<file path="config.mk">
export PLATFORM = sky130hd
export DESIGN_NAME = uart_key_decoder
export DESIGN_NICKNAME = d
export VERILOG_FILES = /design/src/rtl/game_pkg.sv /design/src/rtl/uart_rx_byte.sv /design/src/rtl/uart_key_decoder.sv
export SDC_FILE = /design/constraint.sdc
export NUM_CORES = 1
export LEC_CHECK = 0
export ABC_AREA = 1
export ABC_CLOCK_PERIOD_IN_PS = 2300
export CAP_MARGIN = 0
export CORE_MARGIN = 2
export CORE_UTILIZATION = 33
export DETAILED_ROUTE_END_ITERATION = 16
export SYNTH_ARGS = -nofsm -noshare
export SYNTH_HDL_FRONTEND = slang
export SYNTH_HIERARCHICAL = 1
export SYNTH_SLANG_ARGS = --single-unit
</file>
<file path="constraint.sdc">
create_clock -name clk -period 2.3 [get_ports clk]
set_input_delay 0.46 -clock clk [delete_from_list [all_inputs] [get_ports clk]]
set_output_delay 0.46 -clock clk [all_outputs]
set_load 0.01 [all_outputs]
</file>
<file path="src/rtl/game_pkg.sv">
// game_pkg: key byte codes, decoded-key bundle and FSM state types shared by the
// terminal game serial input path.
package game_pkg;
    localparam logic [7:0] KEY_W      = 8'h77;
    localparam logic [7:0] KEY_S      = 8'h73;
    localparam logic [7:0] KEY_A      = 8'h61;
    localparam logic [7:0] KEY_D      = 8'h64;
    localparam logic [7:0] KEY_SPACE  = 8'h20;
    localparam logic [7:0] KEY_CR     = 8'h0D;
    localparam logic [7:0] KEY_ESC    = 8'h1B;
    localparam logic [7:0] KEY_LBRACK = 8'h5B;
    localparam logic [7:0] CSI_UP     = 8'h41;
    localparam logic [7:0] CSI_DOWN   = 8'h42;
    localparam logic [7:0] CSI_RIGHT  = 8'h43;
    localparam logic [7:0] CSI_LEFT   = 8'h44;

    typedef struct packed {
        logic up;
        logic down;
        logic left;
        logic right;
        logic center;
    } keys_t;

    typedef enum logic [1:0] {D_IDLE, D_ESC, D_CSI} dec_state_e;
    typedef enum logic [2:0] {ARM, IDLE, START, DATA, STOP} rx_state_e;

    // Setting bit 5 folds upper-case ASCII letters onto lower case.
    function automatic keys_t wasd_keys(input logic [7:0] b);
        keys_t k;
        logic [7:0] l;
        l = b | 8'h20;
        k.up     = l == KEY_W;
        k.down   = l == KEY_S;
        k.left   = l == KEY_A;
        k.right  = l == KEY_D;
        k.center = b == KEY_SPACE || b == KEY_CR;
        return k;
    endfunction

    function automatic keys_t csi_keys(input logic [7:0] b);
        keys_t k;
        k.up     = b == CSI_UP;
        k.down   = b == CSI_DOWN;
        k.left   = b == CSI_LEFT;
        k.right  = b == CSI_RIGHT;
        k.center = 1'b0;
        return k;
    endfunction
endpackage

</file>
<file path="src/rtl/uart_rx_byte.sv">
// uart_rx_byte: 8N1 receiver with 2-FF input synchronizer; emits one-cycle
// rx_valid / frame_err pulses and holds the last good byte.
module uart_rx_byte #(
    parameter int CLK_HZ = 100000000,
    parameter int BAUD   = 9600
) (
    input  logic       clk,
    input  logic       rst,
    input  logic       RxD,
    output logic [7:0] rx_byte,
    output logic       rx_valid,
    output logic       frame_err
);
    import game_pkg::*;
    localparam int BIT_CYC  = CLK_HZ / BAUD;
    localparam int HALF_CYC = BIT_CYC / 2;
    localparam int CW       = $clog2(BIT_CYC);
    localparam logic [CW-1:0] BIT_LAST  = CW'(BIT_CYC - 1);
    localparam logic [CW-1:0] HALF_LAST = CW'(HALF_CYC - 1);

    logic          sync1_q, sync2_q;
    rx_state_e     state_q, state_d;
    logic [CW-1:0] cnt_q, cnt_d;
    logic [2:0]    idx_q, idx_d;
    logic [7:0]    sr_q, sr_d, byte_q, byte_d;
    logic          valid_q, valid_d, ferr_q, ferr_d;

    always_ff @(posedge clk) begin
        if (rst) begin
            sync1_q <= 1'b1;
            sync2_q <= 1'b1;
            state_q <= ARM;
            cnt_q   <= '0;
            idx_q   <= '0;
            sr_q    <= '0;
            byte_q  <= '0;
            valid_q <= 1'b0;
            ferr_q  <= 1'b0;
        end else begin
            sync1_q <= RxD;
            sync2_q <= sync1_q;
            state_q <= state_d;
            cnt_q   <= cnt_d;
            idx_q   <= idx_d;
            sr_q    <= sr_d;
            byte_q  <= byte_d;
            valid_q <= valid_d;
            ferr_q  <= ferr_d;
        end
    end

    always_comb begin
        state_d = state_q;
        cnt_d   = cnt_q + 1'b1;
        idx_d   = idx_q;
        sr_d    = sr_q;
        byte_d  = byte_q;
        valid_d = 1'b0;
        ferr_d  = 1'b0;
        unique case (state_q)
            ARM: begin
                cnt_d   = '0;
                state_d = sync2_q ? IDLE : ARM;
            end
            IDLE: begin
                cnt_d   = '0;
                state_d = sync2_q ? IDLE : START;
            end
            START: if (cnt_q == HALF_LAST) begin
                cnt_d   = '0;
                idx_d   = '0;
                state_d = sync2_q ? IDLE : DATA;
            end
            DATA: if (cnt_q == BIT_LAST) begin
                cnt_d   = '0;
                sr_d    = {sync2_q, sr_q[7:1]};
                idx_d   = idx_q + 1'b1;
                state_d = idx_q == 3'd7 ? STOP : DATA;
            end
            STOP: if (cnt_q == BIT_LAST) begin
                cnt_d   = '0;
                valid_d = sync2_q;
                ferr_d  = !sync2_q;
                byte_d  = sync2_q ? sr_q : byte_q;
                state_d = sync2_q ? IDLE : ARM;
            end
            default: begin
                cnt_d   = '0;
                state_d = ARM;
            end
        endcase
    end

    assign rx_byte   = byte_q;
    assign rx_valid  = valid_q;
    assign frame_err = ferr_q;
endmodule

</file>
<file path="src/rtl/uart_key_decoder.sv">
// uart_key_decoder: turns received terminal bytes (WASD, space/CR, ANSI arrow
// escapes) into one-cycle movement pulses for the player-position logic.
module uart_key_decoder #(
    parameter int CLK_HZ      = 100000000,
    parameter int BAUD        = 9600,
    parameter int ESC_TIMEOUT = 1000000
) (
    input  logic       clk,
    input  logic       rst,
    input  logic       RxD,
    output logic       key_up,
    output logic       key_down,
    output logic       key_left,
    output logic       key_right,
    output logic       key_center,
    output logic [7:0] rx_byte,
    output logic       rx_valid,
    output logic       frame_err
);
    import game_pkg::*;
    localparam int TW = $clog2(ESC_TIMEOUT);
    localparam logic [TW-1:0] TO_LAST = TW'(ESC_TIMEOUT - 1);

    dec_state_e    dec_q, dec_d;
    logic [TW-1:0] to_q, to_d;
    keys_t         keys_q, keys_d;
    logic          abandon;

    uart_rx_byte #(.CLK_HZ(CLK_HZ), .BAUD(BAUD)) u_rx (
        .clk      (clk),
        .rst      (rst),
        .RxD      (RxD),
        .rx_byte  (rx_byte),
        .rx_valid (rx_valid),
        .frame_err(frame_err)
    );

    always_ff @(posedge clk) begin
        if (rst) begin
            dec_q  <= D_IDLE;
            to_q   <= '0;
            keys_q <= '0;
        end else begin
            dec_q  <= dec_d;
            to_q   <= to_d;
            keys_q <= keys_d;
        end
    end

    // A stalled or corrupted escape sequence drops back to plain key decoding.
    assign abandon = to_q == TO_LAST || frame_err;

    always_comb begin
        dec_d  = dec_q;
        to_d   = to_q;
        keys_d = '0;
        if (rx_valid) begin
            to_d   = '0;
            keys_d = dec_q == D_IDLE ? wasd_keys(rx_byte) :
                     dec_q == D_CSI  ? csi_keys(rx_byte) : '0;
            dec_d  = dec_q == D_IDLE && rx_byte == KEY_ESC    ? D_ESC :
                     dec_q == D_ESC  && rx_byte == KEY_LBRACK ? D_CSI : D_IDLE;
        end else if (dec_q != D_IDLE) begin
            to_d  = abandon ? '0 : to_q + 1'b1;
            dec_d = abandon ? D_IDLE : dec_q;
        end
    end

    assign key_up     = keys_q.up;
    assign key_down   = keys_q.down;
    assign key_left   = keys_q.left;
    assign key_right  = keys_q.right;
    assign key_center = keys_q.center;
endmodule

</file>
==> run summary <==
status: finished, final reports clean
initial antenna violation count: 0
Final ANT Viol Nets: 0
first-pass GRT wire length: 11650 µm
WL final: 6693 µm
CTS buffer count: 9
Syn Nets: 467
Buffers on Ports: 17
delay-heaviest family, CP: buffers and inverters
clk slew on worst S/H paths: 70 ps
placed cell areas: 3656 µm²
Starting Density: 34.10%
DIE AREA: 10970 µm²
via count: 2844
Slew Limit Headroom: 62.93%
WL/cell: 10.76 µm
sequential fraction of the synthesis area: 40.06%
register area: 1341 µm²
HP Class: flop to flop
Max Fclk: 540.1 MHz
share of cells above drive strength 1: 13.70%
Synth Register Bits: 67
Syn Area/Cell: 7.279 µm²
Critical Path Source Type: flop
synthesis warning total: 6
DP HPWL: 4989 µm
core area: 9819 µm²
mapped cell area: 3348 µm²
residual DRC count: 0
power density cells: 551.8 nW/µm²
htree depth: 3
area grow syn2layout: 14.24%
critical path peak fanout: 8
Clock Tree Root: clkbuf_8
number of global-route vias before repair: 2704
diode count: 0
Syn Inst Count: 460
Ports: 18
placed insts: 607
pre-CTS setup slack: 332.4 ps
Worst EP required: 1840 ps
post-CTS sizing: 0
Worst-Skew Late Latency: 340 ps
Layout Skew: 8.575 ps
Worst Path Buf+Inv: 1
area occupied by multi-input gates: 1723 µm²
clk sink count: 67
Pleak: 1.393 nW
clock tree from TritonCTS: built
die width: 104.7 µm
All-Layer GR Usage: 12.85%
largest net degree at the start of global routing: 21
Final min period: 1851 ps
Final setup viols: 0
vias per inst: 4.572
Fillers: 1073
final core occ: 38.95%
critical path type: flop to primary output
CP max stage cell: clkdlybuf4s50_1
Clock Tree Buf Depth: 2
RSZ-0062 raised after global routing: false
1st-pass router iterations: 4
final hold vios: 0
setup ws final: 448.7 ps
layout net count: 492
Rows: 36
CP arrival: 1390 ps
total of max-cap violations: 0
Pins Over Slew Limit: 0
setup tns final: 0 ps
worst-margin pin slew: 554.2 ps
Cell Count, Final, Fillers Out: 622
# hold bufs at CTS: 0
crit-path max cell delay: 590 ps
peak supply drop: 0.2584 mV
# Post-CTS Setup Buffers: 0
synth unique cells: 37
CP cell instances: clkdlybuf4s50_1
Die H: 104.7 µm
crit share post-route: 80.49%
gr ovfl total: 0
Worst setup EP type: primary output
Placer Congestion: 0.8550
drt first-iter violations: 123
final instance area: 3825 µm²
cells in the mapped netlist:
master,n,share of area (%)
dfxtp_1,67,40
nand2_4,1,0.34
a21boi_0,1,0.22
o32ai_1,2,0.52
nand3b_1,2,0.45
a31oi_1,2,0.37
a22oi_1,1,0.22
clkbuf_1,1,0.11
buf_6,1,0.34
nand3_4,1,0.52
or2_2,6,1.1
nor2_1,79,8.9
inv_1,57,6.4
xnor2_1,5,1.3
ha_1,4,1.5
nor3_4,2,0.97
nand3b_2,1,0.34
buf_2,1,0.15
o22ai_1,2,0.37
a21oi_1,16,2.4
nand3_1,26,3.9
nor3_2,1,0.30
nor3_1,11,1.6
xor2_1,19,5.0
nand2_8,1,0.60
nor4_1,2,0.37
buf_1,1,0.11
nor2_2,19,3.5
buf_4,1,0.22
nand4_1,14,2.6
nand2_2,8,1.5
buf_12,1,0.60
o21ai_0,10,1.5
nor2_4,3,1.0
inv_2,5,0.56
nand2_1,84,9.4
nand3_2,2,0.60
cells by family (layout without fill, tap and decap cells):
kind of cell	Yosys count	in the layout	synth area share (%)
simple gates	263	263	38.08
buf+inv	68	97	8.483
flops	67	67	40.06
compound gates	34	34	5.606
xor+xnor	24	24	6.278
fa+ha+maj	4	4	1.495
registers in the layout, summed over array words and instances (netlist names), 2 cells and up:
| signal | cells |
|---|---|
| to_q | 20 |
| u_rx/cnt_q | 14 |
| u_rx/rx_byte | 8 |
| u_rx/sr_q | 8 |
| u_rx/idx_q | 3 |
| u_rx/state_q | 3 |
| dec_q | 2 |
metal layers:
| metal | part of all wire (%) | wire length (µm) | global-route usage, % |
|---|---|---|---|
| met5 | 0 | 0 | 0 |
| met4 | 1.5 | 99 | 5.429 |
| met3 | 3.3 | 219 | 3.119 |
| met2 | 49 | 3272 | 22.22 |
| met1 | 46 | 3102 | 15.12 |
layout make-up:
class | instances | area share (%)
multi-input combinational | 325 | 45.04
inverter | 62 | 6.084
timing repair buffer | 20 | 5.038
tap | 133 | 4.351
clock buffer | 11 | 3.696
sequential | 67 | 35.07
clock inverter | 4 | 0.7197
worst paths after layout:
path	start	end	slack [ps]	cells after the start
worst max-delay path	u_rx/rx_byte[2]	rx_byte[2]	450	1
worst min-delay path	u_rx/sync1_q	u_rx/sync2_q	410	1
worst max register to register	u_rx/cnt_q[0]	u_rx/rx_byte[5]	510	8
worst min register to register	u_rx/sync1_q	u_rx/sync2_q	410	1
where the power goes:
group / leakage, nW / switching [mW] / internal, mW
clock network: 0.0774 / 0.432 / 0.412
logic: 0.776 / 0.0561 / 0.0313
registers: 0.540 / 0.00903 / 1.17
total: 1.39 / 0.497 / 1.61
placed cells by master, fill, tap and decap left out, types with 2 or more instances in the layout:
| cell type | instances |
|---|---|
| clkinvlp_4 | 3 |
| clkdlybuf4s50_1 | 17 |
| nand2_2 | 8 |
| dfxtp_1 | 67 |
| inv_2 | 5 |
| nand2_1 | 84 |
| a31oi_1 | 2 |
| clkbuf_8 | 10 |
| nor2_4 | 3 |
| nand4_1 | 14 |
| nor2_1 | 79 |
| nand3_1 | 26 |
| nand3_2 | 2 |
| o21ai_0 | 10 |
| nand3b_1 | 2 |
| xor2_1 | 19 |
| xnor2_1 | 5 |
| ha_1 | 4 |
| nor4_1 | 2 |
| nor3_1 | 11 |
| nor2_2 | 19 |
| inv_1 | 57 |
| nor3_4 | 2 |
| or2_2 | 6 |
| o32ai_1 | 2 |
| o22ai_1 | 2 |
| buf_4 | 3 |
| a21oi_1 | 16 |
metrics by stage:
step	hold WS [ps]	power (mW)
2_1_floorplan	389.5	1.271
3_3_place_gp	395.8	1.289
3_5_place_dp	397.2	1.293
4_1_cts	416.2	2.146
5_1_grt	439.3	2.217
6_report	414.7	2.111
Note: power is estimated with default switching activity, not from simulation.
